### config.mk
export PLATFORM = sky130hd
export DESIGN_NAME = seg_scan
export DESIGN_NICKNAME = d
export VERILOG_FILES = /design/src/rtl/seg_pkg.sv /design/src/rtl/seg_scan_tick_gen.sv /design/src/rtl/seg_scan.sv
export SDC_FILE = /design/constraint.sdc
export NUM_CORES = 1
export LEC_CHECK = 0
export CAP_MARGIN = 30
export CORE_MARGIN = 1.5
export CORE_UTILIZATION = 45
export CTS_BUF_LIST = sky130_fd_sc_hd__clkbuf_2
export DETAILED_ROUTE_END_ITERATION = 7
export PLACE_DENSITY = 0.67
export SETUP_SLACK_MARGIN = 0.2
export SYNTH_ARGS = -nofsm -noshare
export SYNTH_HDL_FRONTEND = slang
export SYNTH_SLANG_ARGS = --single-unit
### constraint.sdc
create_clock -name clk -period 2.9 [get_ports clk]
set_input_delay 0.58 -clock clk [delete_from_list [all_inputs] [get_ports clk]]
set_output_delay 0.58 -clock clk [all_outputs]
set_load 0.01 [all_outputs]
### src/rtl/seg_pkg.sv
// Shared constants and helpers for the four-digit seven-segment scan driver.
package seg_pkg;

   localparam int NDIG = 4;
   localparam logic [3:0] ANODE_OFF = 4'b1111;

   typedef logic [1:0] dig_idx_t;

   function automatic logic [3:0] anode_from_idx(input dig_idx_t idx);
      return ~(4'b0001 << idx);
   endfunction

endpackage

### src/rtl/seg_scan_tick_gen.sv
// Refresh prescaler: raises tick for one cycle every REFRESH_DIV clocks.
module tick_gen #(
   parameter int REFRESH_DIV = 50000,
   parameter int CNT_W       = 16
) (
   input  logic clk,
   input  logic rst,
   output logic tick
);

   localparam logic [CNT_W-1:0] LAST = CNT_W'(REFRESH_DIV - 1);

   logic [CNT_W-1:0] cnt_q;
   logic [CNT_W-1:0] cnt_d;

   always_comb begin
      tick  = (cnt_q == LAST);
      cnt_d = tick ? '0 : cnt_q + CNT_W'(1);
   end

   always_ff @(posedge clk) begin
      if (rst) begin
         cnt_q <= '0;
      end else begin
         cnt_q <= cnt_d;
      end
   end

endmodule

### src/rtl/seg_scan.sv
// Four-digit multiplexed display scanner with frame-synchronous double
// buffering of the displayed value and optional leading-zero blanking.
module seg_scan
   import seg_pkg::*;
#(
   parameter int REFRESH_DIV = 50000,
   parameter int CNT_W       = 16
) (
   input  logic        clk,
   input  logic        rst,
   input  logic [15:0] value,
   input  logic        load,
   input  logic        blank_lz,
   output logic [3:0]  x,
   output logic [3:0]  anode_L,
   output logic        commit
);

   logic        tick;
   logic        frame_wrap;
   logic        upper_nz;
   logic        blanked;

   dig_idx_t    idx_q;
   dig_idx_t    idx_d;
   logic [15:0] disp_q;
   logic [15:0] disp_d;
   logic [15:0] pend_q;
   logic [15:0] pend_d;
   logic        pend_v_q;
   logic        pend_v_d;
   logic        commit_q;
   logic        commit_d;

   tick_gen #(
      .REFRESH_DIV(REFRESH_DIV),
      .CNT_W      (CNT_W)
   ) u_tick_gen (
      .clk (clk),
      .rst (rst),
      .tick(tick)
   );

   // A load landing on the commit edge still commits the old pending value;
   // the new one stays pending for the following frame.
   always_comb begin
      frame_wrap = tick && (idx_q == dig_idx_t'(NDIG - 1));
      idx_d      = tick ? idx_q + dig_idx_t'(1) : idx_q;
      commit_d   = frame_wrap && pend_v_q;
      disp_d     = commit_d ? pend_q : disp_q;
      pend_d     = load ? value : pend_q;
      pend_v_d   = load || (pend_v_q && !commit_d);
   end

   always_ff @(posedge clk) begin
      if (rst) begin
         idx_q    <= '0;
         disp_q   <= '0;
         pend_q   <= '0;
         pend_v_q <= 1'b0;
         commit_q <= 1'b0;
      end else begin
         idx_q    <= idx_d;
         disp_q   <= disp_d;
         pend_q   <= pend_d;
         pend_v_q <= pend_v_d;
         commit_q <= commit_d;
      end
   end

   // Digit 0 is never blanked, so a zero value still shows a single "0".
   always_comb begin
      upper_nz = 1'b0;
      for (int i = 0; i < NDIG; i++) begin
         if ((i >= int'(idx_q)) && (disp_q[4*i +: 4] != 4'h0)) begin
            upper_nz = 1'b1;
         end
      end
      blanked = blank_lz && (idx_q != '0) && !upper_nz;
      anode_L = blanked ? ANODE_OFF : anode_from_idx(idx_q);
   end

   assign x      = disp_q[{idx_q, 2'b00} +: 4];
   assign commit = commit_q;

endmodule

==> summary.txt <==
Routing
  • Initial DRT Pass Iterations: 4
  • Via density: around 5
  • Post-Route WL: about 4300 µm
  • WL/cell: approximately 13 µm
  • DR iter-0 viols: 113
  • Post-route antenna net violation count: 0
  • Vias: about 1700
  • Post-route DRC: 0

Worst setup path
  • Crit-path max cell delay: 500 ps
  • Critical path class: register to primary output
  • Reg2Reg Launch Point: u_tick_gen.cnt_q[10]
  • Critical Path RT: 2320 ps
  • Slowest CP cell: mux4_2
  • CP startpoint: idx_q[0]
  • Crit end category: primary output
  • Critical Path Fanout Max: 4
  • Critical path arrival: roughly 2000 ps
  • Crit-path cells: buf_4 -> mux4_2 -> clkdlybuf4s50_1
  • Flop-to-flop setup slack: approximately 620 ps
  • Worst R2R Path Depth: 4
  • R2R Path End: u_tick_gen.cnt_q[6]
  • CP startpoint kind: register
  • Worst setup endpoint: x[3]

Power
  • Pwr Density: about 430 mW/mm²
  • Leakage: ~1.0 nW
  • VDD IR max: ~250 µV

Final layout
  • # fillers: between 400 and 500
  • Area Overhead vs Synth: 17.2%
  • # diodes: 0
  • Layout cells sized above 1: 7.84%
  • Layout Nets: around 300
  • Finished Layout Cells: around 340
  • Final core utilization: ~55%

Yosys
  • Mapped Nets: 265
  • Yosys reg bits: 52
  • Synth Instances: 240
  • Seq/Total Area, Yosys: between 40% and 50%
  • Mapped cell area: 0.00237 mm²
  • Yosys cell types: 31
  • Synth Warn #: 0
  • Synth Area per Inst: between 9 and 10 µm²

Global routing
  • Initial antenna violation count: 0
  • First-pass GRT wire length: between 6000 and 7000 µm
  • Total grt overflow: 0
  • Vias in the first global route: approximately 1500
  • Tot GR Track Use: around 16%
  • Maximum number of pins on one net before global-route repair: 53

Timing
  • Rel. slew slack: between 50% and 60%
  • Least-Margin Pin Slew: roughly 640 ps
  • Setup_tns: 0 ps
  • Fmax: slightly below 400 MHz
  • Unrepaired setup endpoints after global routing: no
  • Slew Viols, Final: 0
  • Final setup viols: 0
  • Post-route minimum period: ~2600 ps
  • Worst Clk Skew: between 10 and 15 ps
  • Fin crit share: about nine tenths
  • Final Hold Viols: 0

Status
  • Outcome: finished clean

Clocking
  • Root Driver: clkbuf_2
  • CTS tree: built
  • Clock slew at reported path FFs: between 200 and 300 ps
  • H-Tree Depth: 2
  • Clock sink total: 52
  • Maximum root-to-sink buffer count: 2
  • Clk_lat worst skew: between 400 and 500 ps
  • Total CTS buffers: 5

Floorplanning
  • Die Ht: 75.5 µm
  • IO Count: 29
  • FP Rows: 26
  • Initial Util: approximately 47%
  • Die area: 0.00570 mm²
  • Core area: roughly 0.0051 mm²
  • Die Width: 75.5 µm

Run
  • Maxcap violations: 0

Placed design
  • IO Port Bufs: 28
  • HPWL Detailed: 2850 µm
  • RD Place Congestion: 0.908
  • Placed insts: approximately 330

Worst hold path
  • Hold path depth: 2
  • Hold Crit Class: register to register
[through the flow]
stage | power, mW | cell area [µm²] | hold slack (ps) | setup WS (ps)
after floorplan | 0.807 | 2370 | 429 | 810
after global placement | 0.841 | 2680 | 445 | 331
after detailed placement | 0.842 | 2680 | 454 | 339
after CTS | 1.21 | 2760 | 493 | 178
after global routing | 1.25 | 2770 | 510 | 198
final | 1.20 | 2770 | 494 | 321
[how the worst min path moves through the flow]
stage | startpoint | end | slack, ps
floorplan | u_tick_gen.cnt_q[0] | u_tick_gen.cnt_q[0] | 430
global placement | u_tick_gen.cnt_q[0] | u_tick_gen.cnt_q[0] | 450
detailed placement | u_tick_gen.cnt_q[0] | u_tick_gen.cnt_q[0] | 450
CTS | disp_q[1] | disp_q[1] | 490
global route | disp_q[1] | disp_q[1] | 510
finish | pend_q[10] | disp_q[10] | 490
[critical path: cells and delay by family (launching register included)]
kind | cells | cell delay [ps]
flip-flops | 1 | 430
buffers and inverters | 2 | 630
multiplexers | 1 | 500
[Yosys cell counts]
cell type | count | share of area (%)
a21oi_1 | 1 | 0.21
and3_1 | 1 | 0.26
buf_12 | 1 | 0.85
buf_4 | 1 | 0.32
buf_6 | 1 | 0.48
clkbuf_1 | 8 | 1.3
clkbuf_2 | 1 | 0.21
dfxtp_1 | 52 | 44
ha_1 | 5 | 2.6
inv_1 | 7 | 1.1
mux2i_1 | 33 | 14
mux4_2 | 4 | 3.8
nand2_1 | 4 | 0.63
nand2b_1 | 33 | 8.7
nand3_1 | 6 | 1.3
nand4_1 | 5 | 1.3
nor2_1 | 39 | 6.2
nor2_8 | 1 | 0.85
nor3_1 | 6 | 1.3
nor3b_1 | 1 | 0.32
nor4_1 | 5 | 1.3
o2111ai_1 | 1 | 0.37
o21ai_0 | 2 | 0.42
o31ai_1 | 1 | 0.32
or3_1 | 1 | 0.26
or4_1 | 2 | 0.63
or4_4 | 1 | 0.48
or4b_1 | 1 | 0.42
or4bb_1 | 2 | 0.95
xnor2_1 | 11 | 4.1
xor2_1 | 3 | 1.1
[state kept, by name, summed over array words and instances, names as in the netlist]
| register | count |
|---|---|
| pend_v_q | 1 |
| disp_q | 16 |
| u_tick_gen.cnt_q | 16 |
| idx_q | 2 |
| commit | 1 |
| pend_q | 16 |
[kinds of logic after synthesis]
group                      synth area share, %
AOI/OAI and AO/OA                         1.32
xor gates and xnor gates                  5.18
adders and majority gates                 2.64
buffers and inverters                     4.23
DFF                                       44.0
muxes                                     17.8
and+or+nand+nor                           24.9
[cell type report]
cell class / instances / area [µm²] / share of cell area (%)
multi-input cells: 169 / 1230 / 44.4
flip-flops and latches: 52 / 1050 / 37.8
repair buffers: 32 / 314 / 11.3
well taps: 70 / 87.6 / 3.16
clock inverters: 2 / 35.0 / 1.26
clock buffers: 6 / 30.0 / 1.08
inverters: 7 / 26.3 / 0.947
[report_power, final]
part | switching (mW) | leakage (nW) | total, mW | internal, mW
sequential | 0.0108 | 0.425 | 0.743 | 0.733
clock | 0.223 | 0.0430 | 0.371 | 0.148
combinational | 0.0335 | 0.531 | 0.0827 | 0.0492
total | 0.267 | 0.998 | 1.20 | 0.930
[repair_timing]
action                                  CTS  global route
pin swaps                                 0             0
gates cloned                              0             0
hold buffers                              0             0
gates resized for setup                   5             4
setup buffers                             1             0
endpoints found under the setup margin    3             4
[per-layer routing]
layer	global-route usage, %	wire length [µm]
met1	22.6	2220
met2	24.0	1800
met3	4.10	207
met4	5.75	68
met5	0	0
[cells in the final DEF (no fill, tap or decap)]
| cell type | count |
|---|---|
| ha_1 | 5 |
| nand2_1 | 4 |
| mux4_2 | 4 |
| or4_4 | 1 |
| nor3_1 | 6 |
| and3_1 | 1 |
| clkdlybuf4s50_1 | 25 |
| o2111ai_2 | 1 |
| buf_4 | 4 |
| nand4_1 | 5 |
| nor2_8 | 1 |
| nor4_1 | 5 |
| nor2_1 | 39 |
| o21ai_0 | 1 |
| dlymetal6s2s_1 | 2 |
| or4_1 | 2 |
| o31ai_1 | 1 |
| nand3_1 | 6 |
| dfxtp_4 | 2 |
| bufinv_16 | 1 |
| nand2b_1 | 33 |
| dfxtp_1 | 50 |
| or4bb_1 | 2 |
| clkinv_2 | 1 |
| xor2_1 | 3 |
| or4b_1 | 1 |
| or3_1 | 1 |
| nor3b_1 | 1 |
| a21oi_1 | 1 |
| inv_1 | 7 |
| clkbuf_2 | 6 |
| o21ai_1 | 1 |
| mux2i_1 | 33 |
| xnor2_1 | 11 |
| dlygate4sd2_1 | 1 |
No activity file was read; power rests on OpenSTA's default activity.
